`src/rtl/seg7_if.sv`:
```
// Signal bundle between the calculator result producer and the 7-segment display driver,
// plus debug visibility of the converter FSM state and the committed digit register.
interface seg7_if;
    logic [12:0] value;
    logic [6:0]  seg;
    logic [3:0]  an;
    logic        dp;
    logic        busy;
    logic [1:0]  dbg_state;
    logic [15:0] dbg_digits;

    // value is a level, not a handshake: the display tracks it and busy marks a conversion in flight.
    modport master (output value, input seg, an, dp, busy, dbg_state, dbg_digits);
    modport slave  (input value, output seg, an, dp, busy, dbg_state, dbg_digits);
endinterface

```
`src/rtl/seg7_display.sv`:
```
// Binary-to-BCD (double-dabble) converter feeding a 4-digit multiplexed 7-segment display.
// Optional macro SEG7_SIGNED_EN: two's-complement input with minus sign and "----" overflow.
module seg7_display #(
    parameter int REFRESH_DIV = 100000,
    parameter bit BLANK_LZ    = 1'b1
) (
    input  logic   clk,
    input  logic   rst_n,
    seg7_if.slave  bus
);
    localparam int CNT_W = $clog2(REFRESH_DIV + 1);

    typedef enum logic [1:0] {IDLE = 2'd0, SHIFT = 2'd1, DONE = 2'd2} state_t;

    state_t             r_state, w_state_nxt;
    logic [12:0]        r_last_val;
    logic               r_first_pending;
    logic [28:0]        r_shift;
    logic [28:0]        w_adj;
    logic [3:0]         r_bit_cnt;
    logic [15:0]        r_digits;
    logic [CNT_W-1:0]   r_refresh_cnt;
    logic [1:0]         r_idx;
    logic               r_scan_en;
    logic               w_capture;
    logic               w_load;
    logic [12:0]        w_mag;
    logic [3:0]         w_nib [4];
    logic [3:0]         w_blank;
    logic [6:0]         w_seg;

`ifdef SEG7_SIGNED_EN
    logic w_neg, w_ovf;
    logic r_neg_cap, r_ovf_cap, r_neg, r_ovf;
    assign w_neg = bus.value[12];
    assign w_mag = w_neg ? (~bus.value + 13'd1) : bus.value;
    assign w_ovf = w_neg && (w_mag > 13'd999);
`else
    assign w_mag = bus.value;
`endif

    function automatic logic [6:0] seg_of(input logic [3:0] d);
        case (d)
            4'h0: seg_of = 7'b1000000;  4'h1: seg_of = 7'b1111001;
            4'h2: seg_of = 7'b0100100;  4'h3: seg_of = 7'b0110000;
            4'h4: seg_of = 7'b0011001;  4'h5: seg_of = 7'b0010010;
            4'h6: seg_of = 7'b0000010;  4'h7: seg_of = 7'b1111000;
            4'h8: seg_of = 7'b0000000;  4'h9: seg_of = 7'b0010000;
            4'hA: seg_of = 7'b0001000;  4'hB: seg_of = 7'b0000011;
            4'hC: seg_of = 7'b1000110;  4'hD: seg_of = 7'b0100001;
            4'hE: seg_of = 7'b0000110;  default: seg_of = 7'b0001110;
        endcase
    endfunction

    always_comb begin
        w_state_nxt = r_state;
        w_capture   = 1'b0;
        w_load      = 1'b0;
        case (r_state)
            IDLE: begin
                if ((bus.value != r_last_val) || r_first_pending) begin
                    w_capture   = 1'b1;
                    w_state_nxt = SHIFT;
                end
            end
            SHIFT: begin
                if (r_bit_cnt == 4'd12) w_state_nxt = DONE;
            end
            DONE: begin
                w_load      = 1'b1;
                w_state_nxt = IDLE;
            end
            default: w_state_nxt = IDLE;
        endcase
    end

    // Double-dabble correction on the four BCD nibbles sitting above the 13 binary bits.
    always_comb begin
        w_adj = r_shift;
        for (int n = 0; n < 4; n++) begin
            if (r_shift[13 + 4*n +: 4] >= 4'd5)
                w_adj[13 + 4*n +: 4] = r_shift[13 + 4*n +: 4] + 4'd3;
        end
    end

    always_ff @(posedge clk or negedge rst_n) begin
        if (!rst_n) begin
            r_state         <= IDLE;
            r_last_val      <= '0;
            r_first_pending <= 1'b1;
            r_shift         <= '0;
            r_bit_cnt       <= '0;
            r_digits        <= '0;
        end else begin
            r_state <= w_state_nxt;
            if (w_capture) begin
                r_last_val      <= bus.value;
                r_first_pending <= 1'b0;
                r_shift         <= {16'd0, w_mag};
                r_bit_cnt       <= '0;
            end else if (r_state == SHIFT) begin
                r_shift   <= w_adj << 1;
                r_bit_cnt <= r_bit_cnt + 4'd1;
            end
            if (w_load) r_digits <= r_shift[28:13];
        end
    end

`ifdef SEG7_SIGNED_EN
    always_ff @(posedge clk or negedge rst_n) begin
        if (!rst_n) begin
            r_neg_cap <= 1'b0;
            r_ovf_cap <= 1'b0;
            r_neg     <= 1'b0;
            r_ovf     <= 1'b0;
        end else begin
            if (w_capture) begin
                r_neg_cap <= w_neg;
                r_ovf_cap <= w_ovf;
            end
            if (w_load) begin
                r_neg <= r_neg_cap;
                r_ovf <= r_ovf_cap;
            end
        end
    end
`endif

    // The first wrap only enables the anodes, so the scan starts at digit 0.
    always_ff @(posedge clk or negedge rst_n) begin
        if (!rst_n) begin
            r_refresh_cnt <= '0;
            r_idx         <= '0;
            r_scan_en     <= 1'b0;
        end else if (r_refresh_cnt == CNT_W'(REFRESH_DIV - 1)) begin
            r_refresh_cnt <= '0;
            if (!r_scan_en) r_scan_en <= 1'b1;
            else            r_idx     <= r_idx + 2'd1;
        end else begin
            r_refresh_cnt <= r_refresh_cnt + 1'b1;
        end
    end

    assign w_nib[0] = r_digits[3:0];
    assign w_nib[1] = r_digits[7:4];
    assign w_nib[2] = r_digits[11:8];
    assign w_nib[3] = r_digits[15:12];

    always_comb begin
        w_blank[0] = 1'b0;
        w_blank[3] = BLANK_LZ && (w_nib[3] == 4'd0);
        w_blank[2] = w_blank[3] && (w_nib[2] == 4'd0);
        w_blank[1] = w_blank[2] && (w_nib[1] == 4'd0);
`ifdef SEG7_SIGNED_EN
        if (r_neg) begin
            w_blank[3] = 1'b0;
            w_blank[2] = BLANK_LZ && (w_nib[2] == 4'd0);
            w_blank[1] = w_blank[2] && (w_nib[1] == 4'd0);
        end
`endif
    end

    always_comb begin
        w_seg = w_blank[r_idx] ? 7'b1111111 : seg_of(w_nib[r_idx]);
`ifdef SEG7_SIGNED_EN
        if (r_ovf || (r_neg && (r_idx == 2'd3))) w_seg = 7'b0111111;
`endif
    end

    assign bus.seg        = r_scan_en ? w_seg : 7'b1111111;
    assign bus.an         = r_scan_en ? ~(4'b0001 << r_idx) : 4'b1111;
    assign bus.dp         = 1'b1;
    assign bus.busy       = (r_state != IDLE);
    assign bus.dbg_state  = r_state;
    assign bus.dbg_digits = r_digits;
endmodule
```
`src/flat_wrapper.sv`:
```
// flat-port wrapper written by rule: the top's interface ports become plain ports
module seg7_display_flat 
#(
    parameter int REFRESH_DIV = 100000,
    parameter bit BLANK_LZ    = 1'b1
)
  (clk, rst_n, bus_value, bus_seg, bus_an, bus_dp, bus_busy, bus_dbg_state, bus_dbg_digits);
  seg7_if bus_i ();
  input  logic clk;
  input  logic rst_n;
  input wire logic [$bits(bus_i.value)-1:0] bus_value;
  output wire logic [$bits(bus_i.seg)-1:0] bus_seg;
  output wire logic [$bits(bus_i.an)-1:0] bus_an;
  output wire logic [$bits(bus_i.dp)-1:0] bus_dp;
  output wire logic [$bits(bus_i.busy)-1:0] bus_busy;
  output wire logic [$bits(bus_i.dbg_state)-1:0] bus_dbg_state;
  output wire logic [$bits(bus_i.dbg_digits)-1:0] bus_dbg_digits;
  assign bus_i.value = bus_value;
  assign bus_seg = bus_i.seg;
  assign bus_an = bus_i.an;
  assign bus_dp = bus_i.dp;
  assign bus_busy = bus_i.busy;
  assign bus_dbg_state = bus_i.dbg_state;
  assign bus_dbg_digits = bus_i.dbg_digits;
  seg7_display #(.REFRESH_DIV(REFRESH_DIV), .BLANK_LZ(BLANK_LZ)) u_core (.clk(clk), .rst_n(rst_n), .bus(bus_i));
endmodule
```
`config.mk`:
```
export PLATFORM = sky130hd
export DESIGN_NAME = seg7_display_flat
export DESIGN_NICKNAME = d
export VERILOG_FILES = /design/src/rtl/seg7_if.sv /design/src/rtl/seg7_display.sv /design/src/flat_wrapper.sv
export SDC_FILE = /design/constraint.sdc
export NUM_CORES = 1
export LEC_CHECK = 0
export ABC_AREA = 0
export BUFFER_PORTS_ARGS = -buffer_cell sky130_fd_sc_hd__buf_4
export CORE_MARGIN = 2
export CORE_UTILIZATION = 40
export CTS_BUF_LIST = sky130_fd_sc_hd__clkbuf_4 sky130_fd_sc_hd__clkbuf_8
export DETAILED_ROUTE_END_ITERATION = 7
export PLACE_DENSITY = 0.58
export SETUP_SLACK_MARGIN = 0.05
export SYNTH_ARGS = -nofsm -noshare
export SYNTH_HDL_FRONTEND = slang
export SYNTH_SLANG_ARGS = --single-unit
```
`constraint.sdc`:
```
create_clock -name clk -period 2.8 [get_ports clk]
set_input_delay 0.56 -clock clk [delete_from_list [all_inputs] [get_ports clk]]
set_output_delay 0.56 -clock clk [all_outputs]
set_load 0.02 [all_outputs]
```
== Yosys cells after proc, flatten, opt, wreduce, memory -nomap -nowiden ==
Memories as Yosys holds them, arrays and structs flattened.
Cells that the tools add are included.
Cells by class
  multipliers: 0
  reduce and logical (&&, ||, !) cells: 11
  muxes and demuxes: 23
  bitwise logic cells: 2
  shifts and indexed selects: 1
  equality and inequality tests: 7
  $lt $le $gt $ge: 6
  add/subtract/negate cells: 7
  divide/modulo/power cells: 0
Operators by type and width (number)
  $mux 29: 2
  $mux 4: 8
  $add 17x1->17 const B: 1
  $eq 17x17->1 const B: 1
  $mux 17: 1
  $ge 4x3->1 const B: 4
  $mux 7: 2
  $ne 13x13->1: 1
  $add 4x2->4 const B: 3
  $logic_not 4->1: 3
  $bmux 4 s2: 1
  $add 4x1->4 const B: 1
  $eq 4x4->1 const B: 1
  $mux 1: 4
  $mux 2: 2
  $ne 2x1->1 const B: 2
  $not 4->4: 1
  $pmux 2 s2: 1
  $reduce_and 2->1: 2
  $reduce_bool 2->1: 2
  $shl 1x2->4 const A: 1
  $add 3x2->3 const B: 1
  $ge 3x3->1 const B: 1
  $lt 2x3->1 const B: 1
  other kinds (9): 10
Storage, ports and cells
  input bits: 15
  RAM bits: 0
  flip-flop bits (word level): 85
  logic and storage cells: 67
  bits in read-only memories: 112
  memories: 1
  latch bits: 0
Memories
  (name not given): depth 16, width 7, read ports 1, clocked after Yosys merged registers in 0, write ports 0, line seg7_display.sv:43  | case (d)

== Logic depth before layout (Yosys ltp) ==
Gate-level depths: netlist of the first run.
  depth in word-level cells: 7
  gate-level depth with buffers: 8
  gate-level depth less buffers: 7

== Least setup slack after synthesis of the first run ==
Ideal clock, no wire load.
  kind: flip-flop to output port
  start point: register u_core.r_idx[0]
  end point: output port bus_seg[0]
  setup slack: 0.118 ns
  data required time: 2.240 ns
  path buffers: 2
  data arrival time: 2.122 ns
  stages on the path, launching flop included: 7
  cell sequence: dfrtp_1 buf_2 mux4_2 buf_2 nor2b_1 nor2b_1 o311ai_1
On the way
  cells in the longest elaborated chain, start to end: 7
  elaborated cells on any way between the ends: 9
Ends and longest elaborated chain
  start, declared: line seg7_display.sv:23  | logic [1:0] r_idx;
  start signal, assigned: line seg7_display.sv:138  | else r_idx <= r_idx + 2'd1;
  $not 2->3 (not written as such): line seg7_display.sv:164  | w_seg = w_blank[r_idx] ? 7'b1111111 : seg_of(w_nib[r_idx]);
  $bmux 4 s2: line seg7_display.sv:164
  $mux 4 (not written as such) (2 in a row): line seg7_display.sv:164
  $mem_v2 16x7
  $mux 7 *: line seg7_display.sv:164
  $mux 7 *: line seg7_display.sv:170  | assign bus.seg = r_scan_en ? w_seg : 7'b1111111;
  end, declared: line flat_wrapper.sv:12  | output wire logic [$bits(bus_i.seg)-1:0] bus_seg;
Every way passes the cells marked *; elsewhere a longest branch is shown, timed or not. The select of a mux whose other input is x is not followed.

== Worst setup path in the final report of the first run ==
  start point: register u_core.r_idx[0]
  end point: output port bus_seg[3]
Same word-level chain as after synthesis.

==> results of run 1 <==
==> flip-flops by register name (all words and copies together), names as in the netlist <==
register and flops:
u_core.r_shift 29, u_core.r_refresh_cnt 17, u_core.bus.dbg_digits 16, u_core.r_last_val 13
u_core.r_bit_cnt 4, u_core.bus.dbg_state 2, u_core.r_idx 2, u_core.r_first_pending 1
u_core.r_scan_en 1
==> metrics by stage <==
step | hold WS [ns] | cell area, um^2
floorplan | 0.264 | 4540
global placement | 0.443 | 5070
detailed placement | 0.448 | 5070
CTS | 0.209 | 5280
global route | 0.235 | 5330
finish | 0.200 | 5330
==> routing by layer <==
layer	part of all wire, %	vias up
li1	-	1521
met1	48	1573
met2	47	62
met3	3.5	13
met4	1.6	0
met5	0	-
==> worst max-delay path by stage <==
stage                    startpoint    endpoint  slack (ns)  depth (start not counted)
floorplan           u_core.r_idx[0]  bus_seg[0]        0.12                          6
global placement    u_core.r_idx[0]  bus_seg[3]        0.28                          6
detailed placement  u_core.r_idx[0]  bus_seg[4]        0.21                          8
CTS                 u_core.r_idx[0]  bus_seg[6]       -0.10                          7
global route        u_core.r_idx[0]  bus_seg[3]       -0.19                          6
finish              u_core.r_idx[0]  bus_seg[3]       -0.07                          6
==> synth_stat cells (2+ instances only) <==
cell type / count
mux2i_1: 5
nor3_1: 3
mux4_2: 5
inv_1: 21
nor4_1: 2
and3_1: 2
nor2b_1: 7
o21ai_0: 9
or2_2: 2
or3_1: 2
a21oi_1: 7
or4bb_1: 2
buf_2: 10
and2_1: 16
nand2b_1: 4
nand2_1: 21
mux2_2: 34
xnor2_1: 22
nand3_1: 10
a22o_1: 19
dfrtp_1: 84
nand4_1: 6
a2bb2oi_1: 3
a221o_1: 13
or4_1: 4
and4_1: 3
ha_1: 21
nor2_1: 21
xor2_1: 15
clkbuf_1: 5
==> final cells by class <==
type / count / area (um^2)
fill: 1010 / 5600
multi-input combinational: 274 / 2310
sequential: 85 / 2130
timing repair buffer: 59 / 467
tap: 140 / 175
clock buffer: 11 / 139
inverter: 21 / 81.3
clock inverter: 5 / 27.5
==> what timing repair did <==
action	CTS	global route
setup endpoints to repair	6	7
setup buffers	2	0
resized for setup	9	11
gates cloned	0	0
pin swaps	3	0
==> report_power, final <==
part / total (mW) / switching [mW] / leakage, nW / internal, mW
logic: 2.35 / 1.09 / 1.29 / 1.26
registers: 2.06 / 0.424 / 1.08 / 1.63
clock network: 0.766 / 0.430 / 0.0897 / 0.336
==> cell families after synthesis <==
| kind of cell | after synthesis | share of synthesized area (%) |
|---|---|---|
| xor gates and xnor gates | 37 | 7.14 |
| buffers and inverters | 38 | 3.67 |
| and+or+nand+nor | 107 | 12.8 |
| adders and majority gates | 21 | 5.79 |
| other | 1 | 0.0827 |
| muxes | 45 | 12.4 |
| AOI/OAI and AO/OA | 63 | 11.2 |
| DFF | 85 | 46.9 |
==> out/metrics.cfg, run 1 <==
[routing]
via_per_inst = 5.33
wire_per_inst_um = 15.9
firstDrtPassIters = 4
totalWireLength_um = 9440
drc_errors = 0
drtIter0Drc = 206
route.vias.total = 3169
detail-route-antenna-nets = 0

[critical_path]
setup.worst_path.end_class = output pin
crit_chain = mux4_2 > inv_4 > ha_1 > o211a_1 > o211ai_1 > buf_4
rr_endpoint = u_core.r_idx[1]
worstSetupStartpointType = flop
cpLargestDelayFamily = multiplexers
critPathArrivalTime_ns = 2.31
critical_path_required_ns = 2.24
worst_path_largest_cell_delay_ns = 0.60
critical_path.reg2reg.startpoint = u_core.r_refresh_cnt[8]
bufs_and_invs_on_worst_path = 2
cp_slowest_cell = mux4_2
worst_r2r_path_depth = 4
critPathKind = reg -> out
worstPathMaxFanout = 5
r2r_setup_slk_ns = 0.80

[clock_tree]
cts_made_buffers = 9
cts_hold_buf = 0
clock_transition_at_the_registers_of_the_reported_paths_ns = 0.08
cts_tree = done
clkSinkCount = 85
worstSkewPairLatency_ns = 0.36
ctsHtreeMaxLevel = 3
cts.path.max_buffers = 2
cts_root_buffer = clkbuf_8

[yosys]
netlist.area_leader.share_pct = 46.3
synth.top_cells.by_area = dfrtp_1 (46%), mux2_2 (8.4%), ha_1 (5.8%), xnor2_1 (4.2%), a22o_1 (3.7%)
yosys.cell_types.count = 49
ys_seq_elements = 85
synth_cells = 397
yosys_warnings = 0
netlist.top_cell.by_area = dfrtp_1
syn-num-nets = 433
synth_top_flop_cell = dfrtp_1
syn-mean-instance-area_um2 = 11.4
mappedNetlistArea_um2 = 4540
synth_edf_count = 0
async_reset_ff_share_pct = 100
synth_sequential_area_ratio_pct = 46.9

[sta]
tns_ns = -0.150
worst_slack_ns = -0.0686
worstMarginPinSlew_ns = 0.613
timing.slew.headroom_pct = 59.2
unrepaired_setup_endpoints_after_global_routing = yes
finalHoldViolations = 0
final_min_period_over_clock_period_pct = 102
timing_max_transition_violations_final = 0
fmaxAchievable_mhz = 349
period_needed_ns = 2.87
skew_ns = 0.0121
timing.final.setup_violations = 4

[global_route]
top_usage_layer = met2
global_routing_usage_on_met1_pct = 21.9
overflow = 0
grt_start_max_net_pins = 46
grt_use_total_pct = 16.3
first_pass_grt_wire_length_um = 16300
first_global_vias = 3225
grt.met3_usage_pct = 3.95
use_met2_pct = 25.8
antenna_found_initial = 0

[finish]
layout.cells.most_common_list = dfrtp_1 (83), buf_4 (55), mux2_2 (34)
post-route-util_pct = 48.8
final_cell_count_no_fill = 595
share_of_final_layout_standard_cells_stronger_than_drive_strength_1_pct = 29.9
num-nets-final = 486
layout.cells.most_common = dfrtp_1
num_antenna_cells = 0
flow.area_growth_from_synthesis_pct = 17.6

[die]
ioPinCount = 46
std_cell_rows = 38
core_region_area_um2 = 10900
die_height_um = 110
die_area_um2 = 12200
overall_die_width_um = 110
effective_utilization_at_floorplan_pct = 41.5

[placed_design]
place_hpwl_um = 6610
place.gp.congestion = 0.803
place_ws_ns = 0.207
place.port_buffers = 44
dpl.cell_count = 577

[outcome]
outcome = finished with violations
violated_checks = setup timing

[pwr]
p_total_mw = 5.17
max-vdd-ir-drop_mv = 0.502
power.density_nw_per_um2 = 969
p_leak_nw = 2.46

[flow_run]
number_of_maximum_capacitance_constraint_violations = 0

[worst_hold_path]
worst_hold_path_type = in -> async

(Power assumes the default switching activity.)
==> run 2, diff against run 1 <==
Settings changed: CELL_PAD_IN_SITES_DETAIL_PLACEMENT set to 1, CELL_PAD_IN_SITES_GLOBAL_PLACEMENT set to 1, PLACE_DENSITY 0.58 to 0.69.
==> run 2 against run 1 <==
The run still ends with setup timing left. Sequential share of layout area decreased by 0.97 points. Combinational power increased by 6%. Sequential power about the same. Total power increased by 5.5%. Global-route usage increased by 1.4 points. Cell count increased by 1.2%. Die area unchanged. Clock-buffer cell count increased by 2. Clock skew increased by 0.0028 ns. Fmax increased by 0.28%. First-iteration DRC count decreased by 56%. Non-clock buffer count increased by 7. Critical path type unchanged.
==> out/metrics.cfg, run 2 (synthesis gave the netlist of run 1 again) <==
[critical_path]
bufs_and_invs_on_worst_path = 3  ; +1
rr_endpoint = u_core.r_shift[0]
crit_path_frequent_cell = buf_4
setup.worst_path.end_class = output pin
cp_slowest_cell = mux4_2
critical_path_required_ns = 2.24  ; about the same
worst_r2r_path_depth = 5  ; +1
critPathKind = reg -> out
crit_chain = buf_4 > mux4_2 > buf_4 > mux2i_1 > a2bb2oi_1 > nand3_1 > buf_6
worstPathMaxFanout = 6  ; +1
worstSetupStartpointType = flop
critical_path.reg2reg.startpoint = u_core.r_last_val[10]
r2r_setup_slk_ns = 0.77  ; -0.03 ns
critPathArrivalTime_ns = 2.30  ; about the same
worst_path_largest_cell_delay_ns = 0.59  ; about the same
cpLargestDelayFamily = multiplexers

[clock_tree]
cts.path.max_buffers = 2  ; unchanged
ctsHtreeMaxLevel = 3  ; unchanged
clkSinkCount = 85  ; unchanged
cts_made_buffers = 9  ; unchanged
cts_tree = done
worstSkewPairLatency_ns = 0.36  ; about the same
clock_transition_at_the_registers_of_the_reported_paths_ns = 0.09  ; about the same
cts_root_buffer = clkbuf_8

[die]
die_area_um2 = 12200  ; unchanged
effective_utilization_at_floorplan_pct = 41.5  ; unchanged
core_region_area_um2 = 10900  ; unchanged
overall_die_width_um = 110  ; unchanged
die_height_um = 110  ; unchanged
std_cell_rows = 38  ; unchanged
ioPinCount = 46  ; unchanged

[sta]
timing_max_transition_violations_final = 0  ; unchanged
skew_ns = 0.0149  ; +0.00285 ns
final_min_period_over_clock_period_pct = 102  ; -0.28 points
tns_ns = -0.293  ; -0.143 ns
finalHoldViolations = 0  ; unchanged
fmaxAchievable_mhz = 350  ; +0.28%
worst_slack_ns = -0.0607  ; +0.00786 ns
unrepaired_setup_endpoints_after_global_routing = yes
period_needed_ns = 2.86  ; -0.00786 ns
timing.final.setup_violations = 6  ; +2

[pwr]
power.density_nw_per_um2 = 998  ; +2.9%
switching_power_mw = 2.02  ; +4.3%
p_sw_share_pct = 37.1  ; -0.43 points
p_seq_share_pct = 38.0  ; -1.8 points
p_leak_nw = 2.52  ; +2.4%
share_clk_of_total_power_pct = 16.5  ; +1.7 points
max-vdd-ir-drop_mv = 0.407  ; -19%
cell_internal_pwr_mw = 3.43  ; +6.2%
power.combinational.fraction_pct = 45.5  ; about the same

[finish]
flow.area_growth_from_synthesis_pct = 20.5
design_area_um2 = 5470  ; +2.5%
largest_register_ffs = 29  ; unchanged
filler_cell_count = 1176  ; +16%
num-nets-final = 493  ; +1.4%
share_of_final_layout_standard_cells_stronger_than_drive_strength_1_pct = 31.6  ; +1.7 points
num_antenna_cells = 0  ; unchanged
layout.cells.most_common_list = dfrtp_1 (83), buf_4 (60), mux2_2 (33)
registers.top_by_ff_count = u_core.r_shift
layout.cells.most_common = dfrtp_1

[placed_design]
place_ws_ns = 0.151  ; -0.0562 ns
place.port_buffers = 44  ; unchanged
place_hpwl_um = 7500  ; +13%
place.gp.congestion = 0.820  ; +2.2%
postPlaceCellArea_um2 = 5070  ; unchanged

[routing]
drc_errors = 0  ; unchanged
drtIter0Drc = 91  ; -56%
via_per_inst = 5.43  ; +1.9%
detail-route-antenna-nets = 0  ; unchanged
wire_per_inst_um = 17.2  ; +8.7%
firstDrtPassIters = 4  ; unchanged
totalWireLength_um = 10400  ; +10%
route.vias.total = 3266  ; +3.1%

[global_route]
antenna_found_initial = 0  ; unchanged
first_pass_grt_wire_length_um = 17700  ; +8.6%
grt_start_max_net_pins = 38  ; -17%
overflow = 0  ; unchanged
first_global_vias = 3549  ; +10%
grt_use_total_pct = 17.7  ; +1.4 points

[outcome]
outcome = finished with violations
violated_checks = setup timing

[flow_run]
number_of_maximum_capacitance_constraint_violations = 0  ; unchanged

[worst_hold_path]
worst_hold_path_type = in -> async

run 2: cell types whose count changed in the layout (fill, tap and decap cells not counted), sizes merged:
cell and change:
buf +7, bufinv +1, clkbuf +2, clkinv -4, clkinvlp +1
run 2: worst max path at each step:
stage / startpoint / to / slack, ns / depth (start not counted)
detailed placement: u_core.r_idx[0] / bus_seg[3] / 0.15 / 6
finish: u_core.r_idx[0] / bus_seg[4] / -0.06 / 7
global route: u_core.r_idx[0] / bus_seg[0] / -0.15 / 6
CTS: u_core.r_idx[0] / bus_seg[3] / -0.06 / 6
floorplan: u_core.r_idx[0] / bus_seg[0] / 0.12 / 6
global placement: u_core.r_idx[0] / bus_seg[3] / 0.23 / 6
run 2: per-stage QoR:
step	std cells	utilization (%)	hold slack, ns	power [mW]
6_report	602	50.0	0.132	5.45
5_1_grt	602	50.0	0.141	5.83
4_1_cts	601	49.8	0.133	5.48
3_5_place_dp	577	46.4	0.460	4.37
3_3_place_gp	577	46.4	0.444	4.22
2_1_floorplan	397	-	0.264	3.63
run 2: layout make-up:
| cell class | instances | area [um^2] | share of cell area, % |
|---|---|---|---|
| clock buffers | 13 | 160 | 2.93 |
| clock inverters | 3 | 45.0 | 0.824 |
| well taps | 140 | 175 | 3.21 |
| repair buffers | 66 | 527 | 9.64 |
| multi-input cells | 274 | 2340 | 42.9 |
| inverters | 21 | 83.8 | 1.53 |
| flip-flops and latches | 85 | 2130 | 39.0 |
run 2: metal layers:
layer | vias up | track usage [%] | part of all wire, %
met5 | - | 0 | 0
met4 | 0 | 6.83 | 1.7
met3 | 16 | 2.85 | 2.4
met2 | 39 | 31.4 | 53
met1 | 1674 | 21.6 | 43
li1 | 1537 | - | -
run 2: power by group through the flow:
stage               clock, mW  combinational [mW]  sequential [mW]
finish                  0.900                2.48             2.07
floorplan                   0                1.58             2.05
global placement            0                2.15             2.07
CTS                     0.932                2.48             2.07
detailed placement          0                2.27             2.10
global route            0.977                2.72             2.14
run 2: timing repair:
action | 4_1_cts | 5_1_grt
endpoints found under the setup margin | 7 | 7
setup buffers | 8 | 1
hold buffers | 0 | 0
pin swaps | 3 | 1
gates resized for setup | 27 | 3
==> run 3, diff against run 2 <==
Settings changed: CORE_UTILIZATION 40 to 49, PLACE_DENSITY 0.69 to 0.82.
==> run 3 against run 2 <==
The run still ends with setup timing left. Non-clock buffer count is 8 lower. Utilization is 9.2 points higher. Sequential cell count did not move. Highest routed layer unchanged.
==> out/metrics.cfg, run 3 (synthesis gave the netlist of run 1 again) <==
[die]
die_area_um2 = 10000  ; -18%
effective_utilization_at_floorplan_pct = 49.8  ; +8.3 points
overall_die_width_um = 100  ; -9.3%
core_region_area_um2 = 9110  ; -17%
die_height_um = 100  ; -9.3%
std_cell_rows = 35  ; -7.9%
ioPinCount = 46  ; unchanged

[finish]
registers.top_by_ff_count = u_core.r_shift
num_antenna_cells = 0  ; unchanged
ff_latch_area_um2 = 2130  ; unchanged
total_area_of_multi_input_combinational_cells_um2 = 2350  ; +0.11%
design_area_um2 = 5390  ; -1.4%
layout.cells.most_common = dfrtp_1
layout.cells.most_common_list = dfrtp_1 (83), buf_4 (51), mux2_2 (34)
post-route-util_pct = 59.1  ; +9.2 points
num-nets-final = 485  ; -1.6%
share_of_final_layout_standard_cells_stronger_than_drive_strength_1_pct = 30.2  ; -1.4 points
final_cell_count_no_fill = 564  ; -6.3%
largest_register_ffs = 29  ; unchanged
flow.area_growth_from_synthesis_pct = 18.8
filler_cell_count = 968  ; -18%

[placed_design]
place.port_buffers = 44  ; unchanged
postPlaceCellArea_um2 = 5030  ; -0.86%
place_ws_ns = 0.195  ; +0.0438 ns
place_hpwl_um = 7550  ; +0.65%
dpl.cell_count = 547  ; -5.2%
place.gp.congestion = 0.863  ; +5.2%

[routing]
via_per_inst = 5.80  ; +6.9%
route.vias.total = 3271  ; +0.15%
drtIter0Drc = 117  ; +29%
detail-route-antenna-nets = 0  ; unchanged
wire_per_inst_um = 18.8  ; +9.3%
totalWireLength_um = 10600  ; +2.4%
drc_errors = 0  ; unchanged
firstDrtPassIters = 4  ; unchanged

[worst_hold_path]
worst_hold_path_type = in -> async

[clock_tree]
cts_made_buffers = 9  ; unchanged
cts_tree = done
worstSkewPairLatency_ns = 0.36  ; about the same
ctsHtreeMaxLevel = 3  ; unchanged
cts.path.max_buffers = 2  ; unchanged
clock_transition_at_the_registers_of_the_reported_paths_ns = 0.08  ; about the same
clkSinkCount = 85  ; unchanged
cts_root_buffer = clkbuf_8

[sta]
timing_max_transition_violations_final = 0  ; unchanged
timing.final.setup_violations = 5  ; -1
tns_ns = -0.177  ; +0.116 ns
period_needed_ns = 2.86  ; +0.00115 ns
fmaxAchievable_mhz = 349  ; about the same
unrepaired_setup_endpoints_after_global_routing = yes
final_min_period_over_clock_period_pct = 102  ; about the same
finalHoldViolations = 0  ; unchanged
worstMarginPinSlew_ns = 0.628
finalHoldWorstSlack_ns = 0.215  ; +0.0830 ns
worst_slack_ns = -0.0619  ; -0.00115 ns
timing.slew.headroom_pct = 58.1
skew_ns = 0.0103  ; -0.00459 ns

[flow_run]
number_of_maximum_capacitance_constraint_violations = 0  ; unchanged

[pwr]
p_total_mw = 5.51  ; +1.0%
p_sw_share_pct = 38.1  ; +1.0 points
power.density_nw_per_um2 = 1020  ; +2.5%
share_clk_of_total_power_pct = 17.8  ; +1.3 points
cell_internal_pwr_mw = 3.41  ; -0.62%
switching_power_mw = 2.10  ; +3.8%
max-vdd-ir-drop_mv = 0.540  ; +33%
p_leak_nw = 2.48  ; -1.4%
p_seq_share_pct = 37.9  ; about the same
power.combinational.fraction_pct = 44.3  ; -1.2 points

[global_route]
grt_use_total_pct = 23.0  ; +5.3 points
antenna_found_initial = 0  ; unchanged
grt_start_max_net_pins = 46  ; +21%
first_global_vias = 3715  ; +4.7%
overflow = 0  ; unchanged
first_pass_grt_wire_length_um = 18100  ; +2.6%

[critical_path]
worst_r2r_path_depth = 4  ; -1
worstPathMaxFanout = 4  ; -2
critPathKind = reg -> out
worst_path_largest_cell_delay_ns = 0.63  ; +0.04 ns
worstSetupStartpointType = flop
crit_chain = mux4_2 > inv_4 > ha_4 > inv_2 > mux2i_1 > a2bb2oi_1 > nand3_1 > buf_6
cp_slowest_cell = mux4_2
critical_path_required_ns = 2.24  ; about the same
critPathArrivalTime_ns = 2.30  ; about the same
setup.worst_path.end_class = output pin
crit_cells = 8  ; +1
bufs_and_invs_on_worst_path = 3  ; unchanged
cpLargestDelayFamily = multiplexers

[outcome]
violated_checks = setup timing
outcome = finished with violations

-- run 3: worst paths after layout --
check	startpoint	end	slack, ns
min reg2reg	u_core.r_refresh_cnt[0]	u_core.r_refresh_cnt[0]	0.49
min	rst_n	u_core.bus.dbg_digits[13]	0.22
min in group clk	bus_value[11]	u_core.r_shift[11]	0.45
max in group asynchronous	rst_n	u_core.bus.dbg_digits[1]	1.94
max reg2reg	u_core.r_refresh_cnt[8]	u_core.r_idx[1]	0.76
max	u_core.r_idx[0]	bus_seg[4]	-0.06
-- run 3: cell type report --
type | count | area share, %
well taps | 111 | 2.58
clock buffers | 9 | 2.30
inverters | 21 | 1.51
repair buffers | 58 | 8.73
flip-flops and latches | 85 | 39.5
clock inverters | 6 | 1.79
multi-input cells | 274 | 43.6
-- run 3: worst register-to-register path, stage by stage, from the launching register on --
cell,delay [ns]
dfrtp_1,0.44
or4b_2,0.66
nor4_2,0.33
nand2_1,0.18
mux2_4,0.33
-- run 3: metal layers --
layer / up-vias / routed length [um] / track usage [%]
met5: - / 0 / 0
met3: 19 / 235 / 3.20
met2: 49 / 5640 / 41.7
li1: 1518 / - / -
met1: 1685 / 4530 / 27.7
met4: 0 / 228 / 8.75
-- run 3: what timing repair did --
| item | CTS | global route |
|---|---|---|
| hold buffers | 0 | 0 |
| gates resized for setup | 8 | 21 |
| buffers inserted | 2 | 0 |
| pin swaps | 0 | 4 |
| setup endpoints to repair | 6 | 7 |
-- run 3: power groups by stage --
stage          clock network, mW  registers (mW)  logic, mW
6_report                   0.982            2.09       2.44
5_1_grt                     1.06            2.16       2.68
4_1_cts                    0.999            2.08       2.34
3_5_place_dp                   0            2.10       2.27
3_3_place_gp                   0            2.07       2.10
2_1_floorplan                  0            2.05       1.58
